File: src/rtl/lsu_pkg.sv
// Shared definitions for the load/store controller: size encodings (funct3),
// FSM state type and the access legality check.
package lsu_pkg;

    localparam int LSU_XLEN = 32;

    localparam logic [2:0] LSU_B  = 3'b000;
    localparam logic [2:0] LSU_H  = 3'b001;
    localparam logic [2:0] LSU_W  = 3'b010;
    localparam logic [2:0] LSU_BU = 3'b100;
    localparam logic [2:0] LSU_HU = 3'b101;

    typedef enum logic [1:0] {
        ST_IDLE   = 2'd0,
        ST_RMW_WR = 2'd1,
        ST_DONE   = 2'd2
    } lsu_state_e;

    // Legal when the size encoding exists and the address is naturally aligned.
    function automatic logic is_legal(input logic [2:0] size, input logic [1:0] off);
        logic ok;
        ok = 1'b0;
        case (size)
            LSU_B, LSU_BU: ok = 1'b1;
            LSU_H, LSU_HU: ok = ~off[0];
            LSU_W:         ok = (off == 2'b00);
            default:       ok = 1'b0;
        endcase
        return ok;
    endfunction

endpackage

File: src/rtl/lsu_if.sv
// Bus interfaces of the load/store controller: core side (memory stage) and
// data-memory side. The controller is the slave of the core bus and the
// master of the memory bus.
interface lsu_core_if #(
    parameter int ADDR_W = 32,
    parameter int DATA_W = 32
);
    logic              req;
    logic              we;
    logic [2:0]        size;
    logic [ADDR_W-1:0] addr;
    logic [DATA_W-1:0] wd;
    logic [DATA_W-1:0] rd;
    logic              stall;
    logic              err;

    modport master (output req, we, size, addr, wd, input rd, stall, err);
    modport slave  (input req, we, size, addr, wd, output rd, stall, err);
endinterface

interface lsu_mem_if #(
    parameter int ADDR_W = 32,
    parameter int DATA_W = 32
);
    logic              req;
    logic              we;
    logic [ADDR_W-1:0] addr;
    logic [DATA_W-1:0] wd;
    logic [DATA_W-1:0] rd;

    modport master (output req, we, addr, wd, input rd);
    modport slave  (input req, we, addr, wd, output rd);
endinterface

File: src/rtl/lsu_lane.sv
// Byte/half lane steering for the load/store controller. Purely
// combinational: load extract with sign/zero extension, and store merge of
// a narrow value into an old memory word.
module lsu_lane
    import lsu_pkg::*;
(
    input  logic [LSU_XLEN-1:0] ld_word_i,
    input  logic [2:0]          ld_size_i,
    input  logic [1:0]          ld_off_i,
    output logic [LSU_XLEN-1:0] ld_data_o,
    input  logic [LSU_XLEN-1:0] st_old_i,
    input  logic [LSU_XLEN-1:0] st_wd_i,
    input  logic [2:0]          st_size_i,
    input  logic [1:0]          st_off_i,
    output logic [LSU_XLEN-1:0] st_word_o
);

    logic [LSU_XLEN-1:0] ld_shift;
    logic [7:0]          ld_byte;
    logic [15:0]         ld_half;

    // Select the addressed lane and extend it to a full word.
    always_comb begin
        ld_shift  = ld_word_i >> {ld_off_i, 3'b000};
        ld_byte   = ld_shift[7:0];
        ld_half   = ld_off_i[1] ? ld_word_i[31:16] : ld_word_i[15:0];
        ld_data_o = '0;
        case (ld_size_i)
            LSU_B:   ld_data_o = {{24{ld_byte[7]}}, ld_byte};
            LSU_BU:  ld_data_o = {24'd0, ld_byte};
            LSU_H:   ld_data_o = {{16{ld_half[15]}}, ld_half};
            LSU_HU:  ld_data_o = {16'd0, ld_half};
            LSU_W:   ld_data_o = ld_word_i;
            default: ld_data_o = '0;
        endcase
    end

    // Replace the addressed lane of the old word with the low store bits.
    always_comb begin
        st_word_o = st_old_i;
        case (st_size_i)
            LSU_B, LSU_BU: st_word_o[{st_off_i, 3'b000} +: 8] = st_wd_i[7:0];
            LSU_H, LSU_HU: begin
                if (st_off_i[1]) st_word_o[31:16] = st_wd_i[15:0];
                else             st_word_o[15:0]  = st_wd_i[15:0];
            end
            LSU_W:   st_word_o = st_wd_i;
            default: st_word_o = st_old_i;
        endcase
    end

endmodule

File: src/rtl/lsu_ctrl.sv
// Load/store controller between the core memory stage and a word-wide,
// byte-addressed data memory with combinational read and no byte enables.
// Narrow stores are done as read-modify-write; illegal accesses never reach
// memory. Optional performance counters: define LSU_PERF_CNT_EN.
// Only DATA_W = 32 is supported.
module lsu_ctrl
    import lsu_pkg::*;
#(
    parameter int ADDR_W = 32,
    parameter int DATA_W = 32
) (
    input  logic        clk,
    input  logic        rst_n,
    lsu_core_if.slave   core_if,
    lsu_mem_if.master   mem_if
`ifdef LSU_PERF_CNT_EN
    ,
    output logic [31:0] load_cnt_o,
    output logic [31:0] store_cnt_o,
    output logic [31:0] err_cnt_o
`endif
);

    lsu_state_e        state_q, state_d;
    logic [ADDR_W-1:0] addr_q,  addr_d;
    logic [2:0]        size_q,  size_d;
    logic              we_q,    we_d;
    logic [DATA_W-1:0] wd_q,    wd_d;
    logic [DATA_W-1:0] rdata_q, rdata_d;
    logic              err_q,   err_d;

    logic              mem_req;
    logic              mem_we;
    logic [ADDR_W-1:0] mem_addr;
    logic [DATA_W-1:0] mem_wd;
    logic [DATA_W-1:0] core_rd;
    logic              core_stall;
    logic              core_err;

    logic [DATA_W-1:0] ld_data;
    logic [DATA_W-1:0] st_word;

    function automatic logic [ADDR_W-1:0] word_addr(input logic [ADDR_W-1:0] a);
        return {a[ADDR_W-1:2], 2'b00};
    endfunction

    lsu_lane u_lane (
        .ld_word_i (rdata_q),
        .ld_size_i (size_q),
        .ld_off_i  (addr_q[1:0]),
        .ld_data_o (ld_data),
        .st_old_i  (rdata_q),
        .st_wd_i   (wd_q),
        .st_size_i (size_q),
        .st_off_i  (addr_q[1:0]),
        .st_word_o (st_word)
    );

    // State and access registers; everything clears on reset.
    always_ff @(posedge clk or negedge rst_n) begin
        if (!rst_n) begin
            state_q <= ST_IDLE;
            addr_q  <= '0;
            size_q  <= '0;
            we_q    <= 1'b0;
            wd_q    <= '0;
            rdata_q <= '0;
            err_q   <= 1'b0;
        end else begin
            state_q <= state_d;
            addr_q  <= addr_d;
            size_q  <= size_d;
            we_q    <= we_d;
            wd_q    <= wd_d;
            rdata_q <= rdata_d;
            err_q   <= err_d;
        end
    end

    // Next-state and bus outputs; IDLE acts on live core inputs, later
    // states only on the latched access.
    always_comb begin
        state_d    = state_q;
        addr_d     = addr_q;
        size_d     = size_q;
        we_d       = we_q;
        wd_d       = wd_q;
        rdata_d    = rdata_q;
        err_d      = err_q;
        mem_req    = 1'b0;
        mem_we     = 1'b0;
        mem_addr   = word_addr(addr_q);
        mem_wd     = '0;
        core_rd    = '0;
        core_stall = 1'b0;
        core_err   = 1'b0;

        case (state_q)
            ST_IDLE: begin
                mem_addr = word_addr(core_if.addr);
                mem_wd   = core_if.wd;
                if (core_if.req) begin
                    core_stall = 1'b1;
                    addr_d     = core_if.addr;
                    size_d     = core_if.size;
                    we_d       = core_if.we;
                    wd_d       = core_if.wd;
                    if (!is_legal(core_if.size, core_if.addr[1:0])) begin
                        err_d   = 1'b1;
                        rdata_d = '0;
                        state_d = ST_DONE;
                    end else begin
                        err_d   = 1'b0;
                        mem_req = 1'b1;
                        rdata_d = mem_if.rd;
                        if (core_if.we && core_if.size == LSU_W) begin
                            mem_we  = 1'b1;
                            state_d = ST_DONE;
                        end else if (core_if.we) begin
                            state_d = ST_RMW_WR;
                        end else begin
                            state_d = ST_DONE;
                        end
                    end
                end
            end
            ST_RMW_WR: begin
                mem_req    = 1'b1;
                mem_we     = 1'b1;
                mem_wd     = st_word;
                core_stall = 1'b1;
                state_d    = ST_DONE;
            end
            ST_DONE: begin
                core_rd  = err_q ? '0 : ld_data;
                core_err = err_q;
                state_d  = ST_IDLE;
            end
            default: state_d = ST_IDLE;
        endcase

        // Reset must silence the buses at once, including a pending RMW write.
        if (!rst_n) begin
            mem_req    = 1'b0;
            mem_we     = 1'b0;
            core_rd    = '0;
            core_stall = 1'b0;
            core_err   = 1'b0;
        end
    end

    assign mem_if.req    = mem_req;
    assign mem_if.we     = mem_we;
    assign mem_if.addr   = mem_addr;
    assign mem_if.wd     = mem_wd;
    assign core_if.rd    = core_rd;
    assign core_if.stall = core_stall;
    assign core_if.err   = core_err;

`ifdef LSU_PERF_CNT_EN
    logic [31:0] load_cnt_q, store_cnt_q, err_cnt_q;

    // Count each completed access once, in its DONE cycle; counters wrap.
    always_ff @(posedge clk or negedge rst_n) begin
        if (!rst_n) begin
            load_cnt_q  <= '0;
            store_cnt_q <= '0;
            err_cnt_q   <= '0;
        end else if (state_q == ST_DONE) begin
            if (err_q)     err_cnt_q   <= err_cnt_q + 32'd1;
            else if (we_q) store_cnt_q <= store_cnt_q + 32'd1;
            else           load_cnt_q  <= load_cnt_q + 32'd1;
        end
    end

    assign load_cnt_o  = load_cnt_q;
    assign store_cnt_o = store_cnt_q;
    assign err_cnt_o   = err_cnt_q;
`endif

endmodule
File: src/flat_wrapper.sv
// flat-port wrapper written by rule: the top's interface ports become plain ports
module lsu_ctrl_flat import lsu_pkg::*;
#(
    parameter int ADDR_W = 32,
    parameter int DATA_W = 32
)
  (clk, rst_n, core_if_req, core_if_we, core_if_size, core_if_addr, core_if_wd, core_if_rd, core_if_stall, core_if_err, mem_if_req, mem_if_we, mem_if_addr, mem_if_wd, mem_if_rd);
  lsu_core_if #(.ADDR_W(ADDR_W), .DATA_W(DATA_W)) core_if_i ();
  lsu_mem_if #(.ADDR_W(ADDR_W), .DATA_W(DATA_W)) mem_if_i ();
  input  logic clk;
  input  logic rst_n;
  input wire logic [$bits(core_if_i.req)-1:0] core_if_req;
  input wire logic [$bits(core_if_i.we)-1:0] core_if_we;
  input wire logic [$bits(core_if_i.size)-1:0] core_if_size;
  input wire logic [$bits(core_if_i.addr)-1:0] core_if_addr;
  input wire logic [$bits(core_if_i.wd)-1:0] core_if_wd;
  output wire logic [$bits(core_if_i.rd)-1:0] core_if_rd;
  output wire logic [$bits(core_if_i.stall)-1:0] core_if_stall;
  output wire logic [$bits(core_if_i.err)-1:0] core_if_err;
  output wire logic [$bits(mem_if_i.req)-1:0] mem_if_req;
  output wire logic [$bits(mem_if_i.we)-1:0] mem_if_we;
  output wire logic [$bits(mem_if_i.addr)-1:0] mem_if_addr;
  output wire logic [$bits(mem_if_i.wd)-1:0] mem_if_wd;
  input wire logic [$bits(mem_if_i.rd)-1:0] mem_if_rd;
  assign core_if_i.req = core_if_req;
  assign core_if_i.we = core_if_we;
  assign core_if_i.size = core_if_size;
  assign core_if_i.addr = core_if_addr;
  assign core_if_i.wd = core_if_wd;
  assign core_if_rd = core_if_i.rd;
  assign core_if_stall = core_if_i.stall;
  assign core_if_err = core_if_i.err;
  assign mem_if_req = mem_if_i.req;
  assign mem_if_we = mem_if_i.we;
  assign mem_if_addr = mem_if_i.addr;
  assign mem_if_wd = mem_if_i.wd;
  assign mem_if_i.rd = mem_if_rd;
  lsu_ctrl #(.ADDR_W(ADDR_W), .DATA_W(DATA_W)) u_core (.clk(clk), .rst_n(rst_n), .core_if(core_if_i), .mem_if(mem_if_i));
endmodule
File: config.mk
export PLATFORM = sky130hd
export DESIGN_NAME = lsu_ctrl_flat
export DESIGN_NICKNAME = d
export VERILOG_FILES = /design/src/rtl/lsu_pkg.sv /design/src/rtl/lsu_if.sv /design/src/rtl/lsu_lane.sv /design/src/rtl/lsu_ctrl.sv /design/src/flat_wrapper.sv
export SDC_FILE = /design/constraint.sdc
export NUM_CORES = 1
export LEC_CHECK = 0
export BUFFER_PORTS_ARGS = -buffer_cell sky130_fd_sc_hd__buf_2
export CAP_MARGIN = 20
export CORE_ASPECT_RATIO = 0.75
export CORE_MARGIN = 2
export CORE_UTILIZATION = 40
export CTS_BUF_LIST = sky130_fd_sc_hd__clkbuf_2
export CTS_CLUSTER_DIAMETER = 80
export DETAILED_ROUTE_END_ITERATION = 12
export GPL_ROUTABILITY_DRIVEN = 0
export PLACE_DENSITY = 0.66
export SYNTH_ARGS = -nofsm -noshare
export SYNTH_HDL_FRONTEND = slang
export SYNTH_SLANG_ARGS = --single-unit
File: constraint.sdc
create_clock -name clk -period 3.8 [get_ports clk]
set_input_delay 0.57 -clock clk [delete_from_list [all_inputs] [get_ports clk]]
set_output_delay 0.57 -clock clk [all_outputs]
set_load 0.1 [all_outputs]
-- After elaboration in Yosys (flattened, before gate mapping)
Index checks and enable logic that the tools add are counted.
- input port bits: 103
- flip-flop bits (word level): 102
- output and inout bits: 100
- word-level logic and storage cells: 67
- shift operators: 3
- reductions and logical operators: 10
- equality and inequality tests: 11
- bitwise gates (word level): 1
- add/subtract/negate cells: 1
- muxes and demuxes: 35
- operators with widths (cell ; count):
    32-bit two-way mux ; 5
    32-bit case mux with 5 select lines ; 1
    32-bit case mux with 3 select lines ; 1
    32-bit case mux with 2 select lines ; 1
    16-bit two-way mux ; 3
    32-bit bitwise mux ; 1
    8-bit by 7-bit variable shift with 32-bit output (first input constant) ; 1
    8-bit by 7-bit indexed part select with 32-bit output ; 1
    32-bit by 5-bit >> shifter with 8-bit output ; 1
    1-bit two-way mux ; 14
    3-bit equality test (second input constant) ; 4
    2-bit two-way mux ; 4
    2-bit OR reduction ; 4
    5-bit negation with 7-bit output ; 1
    3-bit by 1-bit equality test with 1-bit output (second input constant) ; 2
    3-bit by 2-bit equality test with 1-bit output (second input constant) ; 2
    3-bit zero test ; 2
    1-bit case mux with 2 select lines ; 3
    2-bit zero test ; 2
    2-bit case mux with 2 select lines ; 1
    1-bit case mux with 3 select lines ; 1
    2-bit by 1-bit equality test with 1-bit output (second input constant) ; 1
    2-bit equality test (second input constant) ; 1
    2-bit != test (second input constant) ; 1
    other kinds (3) ; 3

-- Logic depth before layout (Yosys ltp)
- depth after elaboration: 9
- depth in mapped cells: 7
- gate-level depth less buffers: 6

-- Modules after synthesis
A second synthesis with hierarchy kept.
- cells, all modules: 663
- area, all modules: 6722.7 um^2
- by module, submodules not included (module ; area an instance (um^2) ; instances ; cells an instance ; sequential area each (um^2)):
    lsu_ctrl ; 5022.3 ; 1 ; 414 ; 2552.4
    lsu_lane ; 1700.4 ; 1 ; 249 ; 0.0

-- Worst setup path after synthesis
No wires, ideal clock.
- path type: reg2out
- start point: register u_core.addr_q[0]
- end point: output mem_if_wd[24]
- path slack: -0.531 ns
- stages on the path, launching flop included: 6
- required time: 3.230 ns
- arrival: 3.761 ns
- buffers on the path: 0
- cell sequence: dfrtp_1 ha_1 mux2_1 a21oi_2 nand2_1 a311oi_1
- longest elaborated chain between the ends: 5
- elaborated cells between the ends (all ways): 6
- those cells by class: add/sub (1); shift (2); mux (3)
- ends and longest elaborated chain (element ; line ; text):
    start: declaration ; lsu_ctrl.sv:25 ; logic [ADDR_W-1:0] addr_q, addr_d;
    start signal: assignment ; lsu_ctrl.sv:71 ; addr_q <= addr_d;
    5-bit negation with 7-bit output (*) ; lsu_lane.sv:42 ; LSU_B, LSU_BU: st_word_o[{st_off_i, 3'b000} +: 8] = st_wd_i[7:0];
    8-bit by 7-bit indexed part select with 32-bit output / 8-bit by 7-bit variable shift with 32-bit output (equally long branches) ; lsu_lane.sv:42 ;
    32-bit bitwise mux (*) ; lsu_lane.sv:42 ;
    32-bit case mux with 3 select lines (*) ; lsu_lane.sv:41 ; case (st_size_i)
    32-bit case mux with 2 select lines (*) ; lsu_ctrl.sv:98 ; case (state_q)
    end: declaration ; flat_wrapper.sv:23 ; output wire logic [$bits(mem_if_i.wd)-1:0] mem_if_wd;
Mark *: on every way between the ends. The rest lies on a longest branch, timed or not.

-- Worst setup path after layout
- start point: register u_core.addr_q[1]
- end point: output mem_if_wd[10]
- longest elaborated chain between the ends: 5
- elaborated cells between the ends (all ways): 7
- those cells by class: add/sub (1); shift (2); mux (4)
- ends and longest elaborated chain (element ; line):
    5-bit negation with 7-bit output ; lsu_lane.sv:42
    8-bit by 7-bit indexed part select with 32-bit output / 8-bit by 7-bit variable shift with 32-bit output (equally long branches) ; lsu_lane.sv:42
    32-bit bitwise mux ; lsu_lane.sv:42
    32-bit case mux with 3 select lines (*) ; lsu_lane.sv:41
    32-bit case mux with 2 select lines (*) ; lsu_ctrl.sv:98
Marked as above.

==> results list <==
- Effective utilization at floorplan: roughly two fifths
- Via count of the first global-routing pass: roughly 5200
- Seq cells post-synth: 102
- Port Buf Inserts: 200
* Final number of setup-violating endpoints: 0
- The floorplan step defined a die boundary enclosing 16400 um^2.
- Std cell rows: 39
- Registers take 2560 um^2.
- Yosys mapped a number of flops with a built-in enable equal to 0.
- CP required: 3.23 ns
- Count of endpoints failing hold in the final timing report: 0
- Area inside the core boundary: ~15000 um^2
- Subtracting the final worst setup slack from the clock period gives ~3.6 ns.
- Leakage power: 3.51 nW
* Height of the die: 111 um
- Number of primary I/O pins: ~200
* Placed cell areas: 7490 um^2
- The number of clock buffers added by TritonCTS is 9.
- H-tree levels: 3
- Fraction of registers with async set or reset after synthesis: 100%
* Classification of the worst-slack hold path: in -> reg
* Buffers from clock root to sink, at most: 2
- Critical Path Source Type: flip-flop
* Max Cap Viol: 0
- By area the synthesized netlist is led by sky130_fd_sc_hd__dfrtp_1 41%, sky130_fd_sc_hd__mux2_2 19%, sky130_fd_sc_hd__nand2_1 6.8%.
- In this run the cell area of the synthesized design comes to just over 6000 um^2.
- In the routed layout, each cell is associated on average with a via count of between 5 and 6.
- The detailed router placed roughly 5700 vias in this run.
* Wire length of the first global-routing pass: 29.4 mm
* Type of element capturing the critical path: output port
* YS warnings: 0
* Number of remaining DRC errors: 0
* CTS tree: yes
- For this design the ratio of total power to cell area is ~500 nW/um^2.
- Final hold analysis gives a worst-case slack of a little over 0.1 ns.
- Most repeated cell in the gate-level netlist after synthesis: sky130_fd_sc_hd__nand2_1
- Run status: completed
- Measured against its own limit, the worst slew margin works out to 44.2%.
- In the final routed layout, each cell accounts on average for 19.1 um.
- Share of post-route cells with drive strength above 1: between 40% and 50%
- After filler insertion, the fill cell instance count of the layout stands at 1476.
- Final Slew Violations: 0
- Synthesized area per cell: 9.88 um^2
* Share of the clock period used by the worst path after layout: 94.2%
- The most critical setup path has its startpoint at u_core.addr_q[1]$_DFFE_PN0P_.
- After the first detailed-routing iteration, the DRC count stood at 516.
- Critical hold path startpoint: mem_if_rd[16]
- Clock tree synthesis selected as its root buffer the cell sky130_fd_sc_hd__clkbuf_2.
- Summed over all layers, the global routing overflow is 0.
- After synthesis, flip-flops and latches occupy 41.5% of the total area.
* Number of antenna violations at the first check in global routing: 2
- Number of distinct standard cells referenced by the synthesized netlist: 54
- Synthesis produced a netlist whose cell count is 623.
- After clock tree synthesis, the clock-pin slew on the worst setup and hold paths is approximately 0.3 ns.
* Maximum net fanout on the critical path: 8
* Pin slew with the least headroom to its limit: 0.837 ns
- IR analysis of the VDD net gives a maximum drop of 0.309 mV.
- Static timing analysis puts the maximum clock frequency at roughly 0.28 GHz.
- Commonest cells in the netlist: 111 x sky130_fd_sc_hd__nand2_1, 104 x sky130_fd_sc_hd__mux2_2, 102 x sky130_fd_sc_hd__dfrtp_1, 38 x sky130_fd_sc_hd__nor2_1, 38 x sky130_fd_sc_hd__o21ai_1
- Once detail routing completed, the nets flagged for antenna violations numbered 0.
* Die boundary width: approximately 150 um
- Type of the worst setup path: reg -> out
- In this run the critical register-to-register path is launched from u_core.state_q[1]$_DFFE_PN0P_.
- The largest total area in the synthesized netlist belongs to sky130_fd_sc_hd__dfrtp_1.
* Share of the synthesized area in the top cell type: 41.5%
* Non-Filler Cell Area, Final: between 7000 and 8000 um^2
* Pin count of the biggest net entering global routing: 66
- Data arrival, critical path: 3.01 ns
* Sum of routed wire length over all layers: 19.4 mm
- Number of sinks handled by clock tree synthesis: a little over 100
- Most used flip-flop cell after synthesis: sky130_fd_sc_hd__dfrtp_1
- HPWL after DPL: between 10 and 15 mm
* Total Routing Usage GR: 23.3%
- The first TritonRoute pass finished after 6 iterations.
- Summing all multi-input logic gate instances after layout gives about 3400 um^2.
- The later pin in the worst-skew pair is clocked with a latency of 0.64 ns.
- The net count of the finished layout is 913.
- Area growth, synth to finish: 25.2%
* Fraction of the core area covered by cells at the end of the flow: 50.9%
* Worst Skew: 0.0212 ns
-- power by group --
part	total (W)	switching [W]	internal, W	leakage (nW)
sequential	0.00149	0.000224	0.00127	1.24
clock	0.000518	0.000415	0.000102	0.0647
combinational	0.00174	0.00122	0.000518	2.20
-- timing repair --
action                     in CTS  in global routing
hold endpoints to repair       37                  0
setup buffers                   2                  6
pin swaps                       0                  1
setup endpoints to repair      23                 50
gates resized for setup        10                  5
hold buffers                    1                  0
-- cell usage in the layout (no fill, tap or decap), types with 12 or more instances in the layout --
| master | n |
|---|---|
| sky130_fd_sc_hd__nor2_1 | 37 |
| sky130_fd_sc_hd__buf_4 | 26 |
| sky130_fd_sc_hd__buf_2 | 183 |
| sky130_fd_sc_hd__a21oi_2 | 12 |
| sky130_fd_sc_hd__nand2_1 | 108 |
| sky130_fd_sc_hd__dfrtp_1 | 98 |
| sky130_fd_sc_hd__a221oi_1 | 15 |
| sky130_fd_sc_hd__mux2_2 | 104 |
| sky130_fd_sc_hd__o21ai_1 | 38 |
| sky130_fd_sc_hd__a21oi_1 | 22 |
-- per-stage QoR --
step	TNS (ns)	setup WS [ns]	power (W)	std cells
CTS	0	0.0397	0.00374	1009
floorplan	0	0.223	0.00281	624
global placement	0	0.550	0.00319	990
finish	0	0.221	0.00375	1018
global route	-0.000663	-0.000663	0.00393	1016
detailed placement	0	0.510	0.00321	990
-- logic make-up after synthesis --
logic type / synth area share (%)
DFF: 41.5
muxes: 20.1
other: 0.0609
AOI/OAI and AO/OA: 18.6
adders and majority gates: 1.02
and+or+nand+nor: 13.7
buffers and inverters: 4.96
-- worst paths after layout --
kind                                                  end  slack (ns)  cells past startpoint
hold / removal             u_core.rdata_q[16]$_DFFE_PN0P_        0.10                      3
min in group asynchronous  u_core.rdata_q[21]$_DFFE_PN0P_        0.52                      3
max in group asynchronous    u_core.size_q[1]$_DFFE_PN0P_        2.02                      4
hold reg to reg               u_core.wd_q[20]$_DFFE_PN0P_        0.54                      1
setup / recovery                            mem_if_wd[10]        0.22                      7
setup reg to reg              u_core.wd_q[21]$_DFFE_PN0P_        1.33                      6
-- registers in the layout, summed over array words and instances (netlist names) --
signal          flops
u_core.addr_q      32
u_core.err_q        1
u_core.rdata_q     32
u_core.size_q       3
u_core.state_q      2
u_core.wd_q        32
-- metal layers --
| layer | vias up | GRT usage, % | wire length, um |
|---|---|---|---|
| li1 | 2618 | - | - |
| met1 | 2741 | 34.7 | 8700 |
| met2 | 300 | 32.8 | 8230 |
| met3 | 20 | 8.40 | 2280 |
| met4 | 0 | 4.29 | 184 |
| met5 | - | 0 | 0 |
-- critical path: stages (launching register included) --
cell                       delay, ns
sky130_fd_sc_hd__dfrtp_2        0.51
sky130_fd_sc_hd__inv_1          0.14
sky130_fd_sc_hd__ha_1           0.38
sky130_fd_sc_hd__and3b_1        0.34
sky130_fd_sc_hd__nand3_1        0.12
sky130_fd_sc_hd__a311oi_1       0.45
sky130_fd_sc_hd__a21o_1         0.14
sky130_fd_sc_hd__buf_4          0.28
-- area by class of cell --
type | instances | share of cell area [%]
Tap cell | 205 | 3.33
Timing Repair Buffer | 221 | 17.4
Multi-Input combinational cell | 464 | 44.3
Inverter | 7 | 0.341
Antenna cell | 3 | 0.0974
Sequential cell | 102 | 33.2
Clock buffer | 9 | 0.585
Clock inverter | 7 | 0.779
(Power assumes the default switching activity.)
